### src/rtl/timer_pkg.sv
// timer_pkg: shared state encoding and prescaler sizing for down_timer
package timer_pkg;
    typedef enum logic [1:0] {IDLE, ARMED, RUN} timer_state_t;
    localparam int PRESCALE_MAX = 256;
    function automatic int presc_width(input int p);
        return (p > PRESCALE_MAX) ? $clog2(PRESCALE_MAX) : (p > 1) ? $clog2(p) : 1;
    endfunction
endpackage

### src/rtl/tick_gen.sv
// tick_gen: prescaler emitting one tick every PRESCALE enabled cycles
module tick_gen
    import timer_pkg::*;
#(
    parameter int PRESCALE = 1
) (
    input  logic clk,
    input  logic rst_n,
    input  logic clear,
    input  logic enable,
    output logic tick
);
    localparam int PW = presc_width(PRESCALE);
    localparam logic [PW-1:0] LAST = PW'(PRESCALE - 1);
    logic [PW-1:0] cnt_q, cnt_d;
    always_comb begin
        tick  = enable && (cnt_q == LAST);
        cnt_d = (clear || tick) ? '0 : enable ? cnt_q + PW'(1) : cnt_q;
    end
    always_ff @(posedge clk or negedge rst_n) begin
        if (!rst_n) cnt_q <= '0;
        else        cnt_q <= cnt_d;
    end
endmodule

### src/rtl/down_timer.sv
// down_timer: loadable prescaled countdown timer with one-cycle done pulse.
// DOWN_TIMER_AUTO_RELOAD_EN: on expiry reload from the reload register and keep running.
module down_timer
    import timer_pkg::*;
#(
    parameter int WIDTH    = 4,
    parameter int PRESCALE = 1
) (
    input  logic             clk,
    input  logic             rst_n,
    input  logic             load_valid,
    input  logic [WIDTH-1:0] load_value,
    output logic             load_ready,
    input  logic             start,
    input  logic             pause,
    input  logic             abort,
    output logic [WIDTH-1:0] count,
    output logic             busy,
    output logic             done
);
    timer_state_t     state_q, state_d;
    logic [WIDTH-1:0] count_q, count_d;
    logic             done_q, done_d, busy_q, busy_d, tick;
`ifdef DOWN_TIMER_AUTO_RELOAD_EN
    logic [WIDTH-1:0] reload_q, reload_d;
`endif
    tick_gen #(.PRESCALE(PRESCALE)) u_tick (
        .clk    (clk),
        .rst_n  (rst_n),
        .clear  (state_q != RUN),
        .enable (state_q == RUN && !pause),
        .tick   (tick)
    );
    always_comb begin
        state_d = state_q;
        count_d = count_q;
        done_d  = 1'b0;
`ifdef DOWN_TIMER_AUTO_RELOAD_EN
        reload_d = reload_q;
`endif
        if (state_q == RUN) begin
            // abort beats the expiry decrement, so count keeps 1 and done stays low
            if (abort) state_d = IDLE;
            else if (tick) begin
                if (count_q == WIDTH'(1)) begin
                    done_d = 1'b1;
`ifdef DOWN_TIMER_AUTO_RELOAD_EN
                    count_d = reload_q;
                    state_d = (reload_q == '0) ? IDLE : RUN;
`else
                    count_d = '0;
                    state_d = IDLE;
`endif
                end else count_d = count_q - WIDTH'(1);
            end
        end else if (abort) state_d = IDLE;
        else if (load_valid) begin
            count_d = load_value;
`ifdef DOWN_TIMER_AUTO_RELOAD_EN
            reload_d = load_value;
`endif
            state_d = ARMED;
        end else if (start && state_q == ARMED) begin
            done_d  = (count_q == '0);
            state_d = (count_q == '0) ? IDLE : RUN;
        end
        busy_d = (state_d == RUN);
    end
    always_ff @(posedge clk or negedge rst_n) begin
        if (!rst_n) begin
            state_q  <= IDLE;
            count_q  <= '0;
            done_q   <= 1'b0;
            busy_q   <= 1'b0;
`ifdef DOWN_TIMER_AUTO_RELOAD_EN
            reload_q <= '0;
`endif
        end else begin
            state_q  <= state_d;
            count_q  <= count_d;
            done_q   <= done_d;
            busy_q   <= busy_d;
`ifdef DOWN_TIMER_AUTO_RELOAD_EN
            reload_q <= reload_d;
`endif
        end
    end
    assign load_ready = (state_q != RUN);
    assign count      = count_q;
    assign busy       = busy_q;
    assign done       = done_q;
endmodule

### config.mk
export PLATFORM = sky130hd
export DESIGN_NAME = down_timer
export DESIGN_NICKNAME = d
export VERILOG_FILES = /design/src/rtl/timer_pkg.sv /design/src/rtl/tick_gen.sv /design/src/rtl/down_timer.sv
export SDC_FILE = /design/constraint.sdc
export NUM_CORES = 1
export LEC_CHECK = 0
export BUFFER_PORTS_ARGS = -buffer_cell sky130_fd_sc_hd__buf_2
export CAP_MARGIN = 30
export CORE_AREA = 4 4 41 43
export CTS_CLUSTER_DIAMETER = 40
export DETAILED_ROUTE_END_ITERATION = 6
export DIE_AREA = 0 0 45 47
export PLACE_DENSITY = 0.66
export SKIP_LAST_GASP = 1
export SYNTH_ARGS = -nofsm -noshare
export SYNTH_HDL_FRONTEND = slang
export SYNTH_SLANG_ARGS = --single-unit
### constraint.sdc
create_clock -name clk -period 3.3 [get_ports clk]
set_input_delay 0.165 -clock clk [delete_from_list [all_inputs] [get_ports clk]]
set_output_delay 0.165 -clock clk [all_outputs]
set_load 0.005 [all_outputs]
==> summary.txt, run 1 <==
Status
  • Status: complete, no violations

Floorplanning
  • Rows: 13
  • Initial Util: 0.414
  • Die area: 2120 µm²
  • CORE AREA: 1300 µm²
  • DIE HEIGHT: 47 µm
  • Die X-Extent: 45 µm
  • IO Count: 17

Layout
  • Antenna cells: 0
  • Final net count: 87
  • Final Util: 0.506
  • Final instance area: 658 µm²
  • Share of layout cells above drive strength 1: 0.324
  • Final Non-Filler Cells: 89
  • Area Growth Syn to Fin: 22.0%

Timing
  • Post-route setup slack: 1.75 ns
  • Final setup vio count: 0
  • Max Fclk: 644 MHz
  • Slew headroom: 0.674
  • Hold Vio Cnt, Final: 0
  • Setup TNS: 0 ns
  • Final worst-path cycle share: 0.470
  • Least-Margin Pin Slew: 0.488 ns
  • Fin. max-slew vios: 0
  • RSZ-0062 raised after global routing: no
  • Crit path time final: 1.55 ns
  • Setup Skew: 0.00500 ns

Critical path
  • Worst path arrival time: 1.69 ns
  • Worst reg2reg setup slack: 1.75 ns
  • Setup crit start kind: flip-flop
  • CP Class: flip-flop to flip-flop
  • WP data required: 3.44 ns
  • Endpoint class of the critical path: flip-flop
  • CP Max Fanout: 4

Synthesis
  • Largest area contributor in the netlist: dfrtp_1
  • Synth Area in Compound Gates: 0.153
  • Adder-cell share of the synthesized area: 0.0464
  • Top FF cell, synth: dfrtp_1
  • Simple-gate area share of the yosys netlist: 0.295
  • Dominant cells by area after synthesis: dfrtp_1 (42%), nor4b_1 (6.5%), a21oi_1 (5.6%)
  • Top cell type's share of synthesized area: 0.418
  • Mux contribution to synthesized area: 0.0371
  • Number of flops mapped to enable cells by yosys: 0
  • Post-Syn Nets: 67
  • Largest family of logic cells by synthesized area: simple AND/OR/NAND/NOR gates
  • Ys Warns: 0
  • Most numerous cell in the Yosys netlist: dfrtp_1
  • Flops & latches, synth: 9
  • Synth cell count leaders: dfrtp_1 (9), nor2_1 (8), a21oi_1 (6)
  • Avg Cell Area, Syn: 9.80 µm²
  • Register area share after synthesis: 0.418
  • Synth unique cells: 23
  • Asr flop ratio synth: 1.00
  • XOR/XNOR Fraction of Synth Area: 0
  • Syn Std Cell Area: 539 µm²
  • Cells after Synth: 55

Drt
  • DRC: 0
  • Vias per cell: 5.33
  • Via count: 474
  • Wire per inst: 12.3 µm
  • Initial DRC Count: 13
  • Drt total wl: 1090 µm
  • Detailed Routing Iterations Pass 1: 4
  • Remaining antenna violation count: 0

Placement
  • Dpl cell area: 622 µm²
  • Post-DP HPWL: 851 µm
  • Number of I/O port buffers: 16
  • GP Congestion: 0.746
  • Setup Slack @ Placement: 1.77 ns
  • Post-Place Cells: 84

Flow run
  • Max cap viols: 0

Worst hold path
  • Worst Hold Class: input pin to flip-flop

CTS
  • Clock sink total: 9
  • Root Buffer: clkbuf_4
  • Clock-pin transition on the worst setup and hold timing paths: 0.06 ns
  • PostCTS Resize Cnt: 0
  • TritonCTS clock tree: built
  • Clk_lat worst skew: 0.26 ns
  • Max clock buf depth: 2
  • CTS H-tree depth: 1
  • Cts bufs inserted: 3

Global routing
  • Largest net degree at the start of global routing: 14
  • Vias in the first global route: 439
  • First-pass GRT wire length: 1950 µm
  • Global route total overflow: 0
  • GRT Util Overall: 0.130
  • Initial antenna violation count: 0

Pwr
  • Power per cell area: 433 nW/µm²
  • Peak supply drop: 333 µV
  • Leakage: 0.300 nW
area by class of cell:
class                   count  area [µm²]
fillers                   133         643
multi-input cells          41         287
flip-flops and latches      9         225
repair buffers             17        90.1
clock buffers               4        26.3
well taps                  15        18.8
inverters                   3        11.3
layout by cell type, fill, tap and decap left out, drive strengths merged, types with 2 or more instances in the layout:
cell and instances:
mux2i 2, dfrtp 9, clkbuf 4, inv 3
nand2 2, nor2 9, ha 2, a21oi 7
o31ai 2, buf 16, a22oi 2, nor4b 5
nor3 4, nand2b 2
what timing repair did:
item	CTS	global route
hold buffers	1	0
endpoints found under the hold margin	9	0
setup buffers	0	0
critical path: stages (launching register included):
cell	delay, ns
dfrtp_1	0.39
inv_1	0.10
ha_1	0.17
nor3b_1	0.44
nor4b_1	0.13
a21oi_1	0.14
o31ai_1	0.08
registers in the layout, summed over array words and instances, names as in the netlist:
name          flops
count             4
state_q           2
busy              1
done              1
u_tick.cnt_q      1
through the flow:
step | power (mW) | hold WS, ns
after floorplan | 0.175 | -0.131
after global placement | 0.203 | 0.0343
after detailed placement | 0.203 | 0.0343
after CTS | 0.290 | 0.150
after global routing | 0.307 | 0.158
final | 0.285 | 0.165
logic make-up after synthesis:
group | Yosys count
buffers and inverters | 5
AO/OA/AOI/OAI | 13
AND/OR/NAND/NOR | 24
flip-flops | 9
adder cells (fa/ha/maj) | 2
multiplexers | 2
path summary, 6_finish.rpt:
path,startpoint,endpoint,cells past startpoint
worst min register to register,u_tick.cnt_q,u_tick.cnt_q,2
worst max-delay path,count[1],count[2],6
min in group asynchronous,rst_n,count[2],2
worst max register to register,count[1],count[2],6
worst min-delay path,pause,u_tick.cnt_q,3
max in group asynchronous,rst_n,count[0],2
metal layers:
layer | global-route usage | vias up | share of wire
met3 | 0.0575 | 2 | 0.077
met1 | 0.166 | 218 | 0.45
met2 | 0.201 | 16 | 0.47
met4 | 0.0351 | 0 | 0.0091
met5 | 0 | - | 0
li1 | - | 238 | -
where the power goes:
group	internal (mW)	switching, mW
clock network	0.0465	0.0373
logic	0.0320	0.0336
registers	0.122	0.0143
(Power assumes the default switching activity.)
==> run 2, diff against run 1 <==
--- a/config.mk
+++ b/config.mk
@@ -5,6 +5,7 @@
 export SDC_FILE = /design/constraint.sdc
 export NUM_CORES = 1
 export LEC_CHECK = 0
+export ABC_AREA = 1
 export BUFFER_PORTS_ARGS = -buffer_cell sky130_fd_sc_hd__buf_2
 export CAP_MARGIN = 30
 export CORE_AREA = 4 4 41 43
==> constraint.sdc (replaced) <==
create_clock -name clk -period 1.6 [get_ports clk]
set_input_delay 0.08 -clock clk [delete_from_list [all_inputs] [get_ports clk]]
set_output_delay 0.08 -clock clk [all_outputs]
set_load 0.005 [all_outputs]
==> summary.txt, run 2 <==
Floorplanning
  • DIE HEIGHT: 47 µm
  • Initial Util: 0.415
  • Die X-Extent: 45 µm
  • IO Count: 17
  • CORE AREA: 1300 µm²
  • Die area: 2120 µm²
  • Rows: 13

Critical path
  • WP data required: 1.80 ns
  • Slowest cell on crit path: dfrtp_1
  • CP delay by family, top: simple AND/OR/NAND/NOR gates
  • CP bufs+invs: 2
  • CP Max Fanout: 11
  • Worst path cell trace: inv_1 > nand2_1 > nand2_1 > nand3_2 > inv_2 > nand2_1 > o21ai_2
  • Worst path arrival time: 1.49 ns
  • Cell mode on critical path: nand2_1
  • RR Startpoint: state_q[0]
  • Worst Setup SP: state_q[0]
  • Endpoint class of the critical path: flip-flop
  • Worst path max stage delay: 0.40 ns
  • CP Class: flip-flop to flip-flop
  • Setup crit start kind: flip-flop

CTS
  • Clock sink total: 9
  • CTS H-tree depth: 1
  • Max clock buf depth: 2
  • Clk_lat worst skew: 0.27 ns
  • Clock-pin transition on the worst setup and hold timing paths: 0.07 ns
  • Root Buffer: clkbuf_4
  • Cts bufs inserted: 3
  • Hold buffer count at cts: 1
  • Setup Fix Bufs, Post-CTS: 0
  • TritonCTS clock tree: built
  • PostCTS Resize Cnt: 0

Placement
  • Number of I/O port buffers: 16
  • Post-DP HPWL: 902 µm
  • GP Congestion: 0.781

Synthesis
  • Cells after Synth: 77
  • Register area share after synthesis: 0.417
  • Flops & latches, synth: 9
  • Avg Cell Area, Syn: 7.02 µm²
  • Largest area contributor in the netlist: dfrtp_1
  • Synth cell count leaders: nand2_1 (27), inv_1 (11), dfrtp_1 (9), nor2_1 (9), a21oi_1 (5)
  • Number of flops mapped to enable cells by yosys: 0
  • Asr flop ratio synth: 1.00
  • Syn Std Cell Area: 541 µm²
  • Post-Syn Nets: 89
  • Most numerous cell in the Yosys netlist: nand2_1
  • Ys Warns: 0
  • Synth unique cells: 15
  • Top cell type's share of synthesized area: 0.417
  • Dominant cells by area after synthesis: dfrtp_1 (42%), nand2_1 (19%), inv_1 (7.6%)
  • Top FF cell, synth: dfrtp_1

Drt
  • Drt total wl: 1150 µm
  • Remaining antenna violation count: 0
  • Wire per inst: 10.3 µm
  • Via count: 537
  • Detailed Routing Iterations Pass 1: 4
  • Initial DRC Count: 8
  • DRC: 0
  • Vias per cell: 4.79

Global routing
  • Vias in the first global route: 483
  • Global route total overflow: 0
  • Initial antenna violation count: 0
  • GRT Util Overall: 0.131
  • First-pass GRT wire length: 1970 µm
  • Largest net degree at the start of global routing: 12

Layout
  • Final Util: 0.511
  • Share of layout cells above drive strength 1: 0.227
  • Final net count: 110
  • Sequential cell area: 225 µm²
  • Max reg flops: 4
  • Area Growth Syn to Fin: 22.9%
  • Area of the multi-input gates: 259 µm²
  • Antenna cells: 0
  • Most common cell after layout, fill and taps aside: nand2_1
  • Number of fill cells: 154
  • Most frequent cells in the layout: nand2_1 (27), buf_2 (16), inv_1 (11)

Timing
  • Max Fclk: 772 MHz
  • Final setup vio count: 0
  • Setup TNS: 0 ns
  • Setup Skew: 0.00529 ns
  • Slew headroom: 0.776
  • Hold Vio Cnt, Final: 0
  • RSZ-0062 raised after global routing: no
  • Final worst-path cycle share: 0.810
  • Crit path time final: 1.30 ns
  • Fin. max-slew vios: 0
  • Least-Margin Pin Slew: 0.335 ns

Pwr
  • Power per cell area: 952 nW/µm²
  • Peak supply drop: 383 µV
  • Leakage: 0.383 nW

Status
  • Status: complete, no violations

Flow run
  • Max cap viols: 0

Worst hold path
  • Worst Hold Class: input pin to flip-flop
  • Hold Startpoint: abort
[run 2: cell count changes after synthesis, moves of 2 or more]
cell and change:
o21ai_0 +3, nand3_1 +3, nand2_1 +25, mux2i_1 -2, a22oi_1 -2, inv_1 +8, nor4b_1 -4, o31ai_1 -2
nor3_1 -2
[run 2: metrics by stage]
stage / cells / power [mW] / setup WS, ns / hold WS [ns] / cell area (µm²)
2_1_floorplan: 77 / 0.392 / 0.477 / -0.216 / 541
3_3_place_gp: 107 / 0.450 / 0.320 / -0.0536 / 628
3_5_place_dp: 107 / 0.452 / 0.308 / -0.0543 / 628
4_1_cts: 112 / 0.640 / 0.291 / 0.0247 / 664
5_1_grt: 112 / 0.684 / 0.194 / 0.0423 / 664
6_report: 112 / 0.633 / 0.304 / 0.0301 / 664
[run 2: area by class of cell]
cell class	count	share of cell area
Multi-Input combinational cell	55	0.390
Timing Repair Buffer	17	0.136
Sequential cell	9	0.339
Tap cell	15	0.0282
Clock buffer	4	0.0395
Inverter	12	0.0678
[run 2: worst paths after layout]
check | end | slack, ns | cells past startpoint
max in group asynchronous | count[2] | 1.23 | 2
worst max register to register | count[1] | 0.30 | 7
min in group asynchronous | u_tick.cnt_q | 0.19 | 2
worst max-delay path | count[1] | 0.30 | 7
worst min-delay path | done | 0.03 | 2
worst min register to register | u_tick.cnt_q | 0.51 | 2
[run 2: cells by family after synthesis]
logic type	count (synthesis)	synth area share
compound gates	10	0.0995
simple gates	42	0.317
flops	9	0.417
fa+ha+maj	2	0.0463
buf+inv	13	0.104
xor+xnor	1	0.0162
[run 2: power breakdown]
part	total, mW	switching (mW)	internal, mW
registers	0.278	0.0259	0.253
logic	0.169	0.0968	0.0719
clock network	0.185	0.0889	0.0966
[run 2: routing by layer]
| metal | share of wire | routed length [µm] | GRT usage |
|---|---|---|---|
| met1 | 0.45 | 514 | 0.171 |
| met2 | 0.43 | 499 | 0.195 |
| met3 | 0.088 | 101 | 0.0268 |
| met4 | 0.030 | 34 | 0.0877 |
| met5 | 0 | 0 | 0 |
[run 2: worst register-to-register path, cell delays in order (launching register included)]
cell	delay, ns
dfrtp_1	0.40
inv_1	0.06
nand2_1	0.20
nand2_1	0.18
nand3_2	0.15
inv_2	0.12
nand2_1	0.06
o21ai_2	0.05
==> run 3, diff against run 2 <==
==> constraint.sdc (replaced) <==
create_clock -name clk -period 1.3 [get_ports clk]
set_input_delay 0.065 -clock clk [delete_from_list [all_inputs] [get_ports clk]]
set_output_delay 0.065 -clock clk [all_outputs]
set_load 0.005 [all_outputs]
==> summary.txt, run 3 (same netlist as run 2, synthesis figures left out) <==
Critical path
  • CP Class: flip-flop to output port
  • Worst Setup SP: state_q[0]
  • Setup crit start kind: flip-flop
  • Endpoint class of the critical path: output port
  • Worst path arrival time: 1.19 ns
  • RR Startpoint: count[0]
  • CP Max Fanout: 6
  • WP data required: 1.24 ns
  • FF-to-FF path depth: 6

Timing
  • Slew headroom: 0.810
  • Final setup vio count: 0
  • Hold Vio Cnt, Final: 0
  • Fin. max-slew vios: 0
  • Crit path time final: 1.26 ns
  • RSZ-0062 raised after global routing: yes
  • Final worst-path cycle share: 0.965
  • Max Fclk: 797 MHz
  • Least-Margin Pin Slew: 0.284 ns
  • Setup TNS: 0 ns
  • Setup Skew: 0.00252 ns

CTS
  • Clk_lat worst skew: 0.26 ns
  • Max clock buf depth: 2
  • Cts bufs inserted: 3
  • Clock-pin transition on the worst setup and hold timing paths: 0.06 ns
  • CTS H-tree depth: 1
  • Clock sink total: 9
  • TritonCTS clock tree: built
  • Root Buffer: clkbuf_4

Placement
  • Post-DP HPWL: 935 µm
  • Number of I/O port buffers: 16
  • GP Congestion: 0.768
  • Dpl cell area: 643 µm²
  • Post-Place Cells: 109

Layout
  • Share of layout cells above drive strength 1: 0.260
  • Final instance area: 697 µm²
  • Final Non-Filler Cells: 115
  • Antenna cells: 0
  • Area Growth Syn to Fin: 28.9%
  • Most frequent cells in the layout: nand2_1 (27), buf_2 (16), inv_1 (11)
  • Max reg flops: 4
  • Most common cell after layout, fill and taps aside: nand2_1
  • Final Util: 0.536
  • Final net count: 113

Pwr
  • Power per cell area: 1150 nW/µm²
  • Total power: 799 µW
  • Peak supply drop: 627 µV
  • Leakage: 0.398 nW

Drt
  • Initial DRC Count: 13
  • Via count: 543
  • DRC: 0
  • Drt total wl: 1180 µm
  • Remaining antenna violation count: 0
  • Vias per cell: 4.72
  • Detailed Routing Iterations Pass 1: 4
  • Wire per inst: 10.3 µm

Status
  • Status: complete, no violations

Global routing
  • Largest net degree at the start of global routing: 10
  • Vias in the first global route: 483
  • GRT Util Overall: 0.131
  • Global route total overflow: 0
  • First-pass GRT wire length: 1980 µm
  • Initial antenna violation count: 0

Flow run
  • Max cap viols: 0

Floorplanning
  • CORE AREA: 1300 µm²
  • Rows: 13
  • Die X-Extent: 45 µm
  • Initial Util: 0.415
  • Die area: 2120 µm²
  • IO Count: 17
  • DIE HEIGHT: 47 µm

Worst hold path
  • WHS Path Cells: 2
  • Worst Hold Class: input pin to flip-flop
  • Hold Startpoint: abort
[run 3: cell types whose count changed in the layout (fill, tap and decap cells not counted), sizes merged]
cell / before / now
buf: 16 / 19
[run 3: area by class of cell]
cell class / instances / area, µm²
Fill cell: 137 / 604
Multi-Input combinational cell: 55 / 269
Sequential cell: 9 / 225
Timing Repair Buffer: 20 / 113
Inverter: 12 / 45.0
Clock buffer: 4 / 26.3
Tap cell: 15 / 18.8
[run 3: routing by layer]
metal | part of all wire | up-vias | wire length [µm] | GRT usage
li1 | - | 283 | - | -
met1 | 0.45 | 238 | 536 | 0.177
met2 | 0.45 | 20 | 534 | 0.192
met3 | 0.074 | 2 | 88 | 0.0230
met4 | 0.019 | 0 | 23 | 0.0877
met5 | 0 | - | 0 | 0
[run 3: worst paths after layout]
kind	endpoint	slack (ns)
worst max-delay path	load_ready	0.04
worst min-delay path	done	0.02
worst max register to register	count[2]	0.11
worst min register to register	u_tick.cnt_q	0.51
max in group asynchronous	count[1]	0.94
min in group asynchronous	state_q[0]	0.18
[run 3: per-stage QoR]
step	hold WS (ns)	setup slack, ns
2_1_floorplan	-0.231	0.177
3_3_place_gp	-0.0685	0.125
3_5_place_dp	-0.0709	0.0869
4_1_cts	0.0135	0.0604
5_1_grt	0.0207	-0.00660
6_report	0.0193	0.0449
[run 3: report_power, final]
part / internal [mW] / switching (mW) / total [mW]
Clock: 0.119 / 0.105 / 0.224
Combinational: 0.107 / 0.132 / 0.239
Sequential: 0.311 / 0.0256 / 0.336
[run 3: timing repair]
item | CTS | global route
gates resized for setup | 0 | 2
buffers inserted | 0 | 1
endpoints found under the hold margin | 9 | 0
hold buffers | 1 | 0
setup endpoints to repair | 0 | 4
[run 3: worst max-delay path: stages (launching register included)]
cell	delay [ns]
dfrtp_1	0.41
inv_1	0.06
nand2_1	0.13
buf_4	0.20
buf_2	0.12
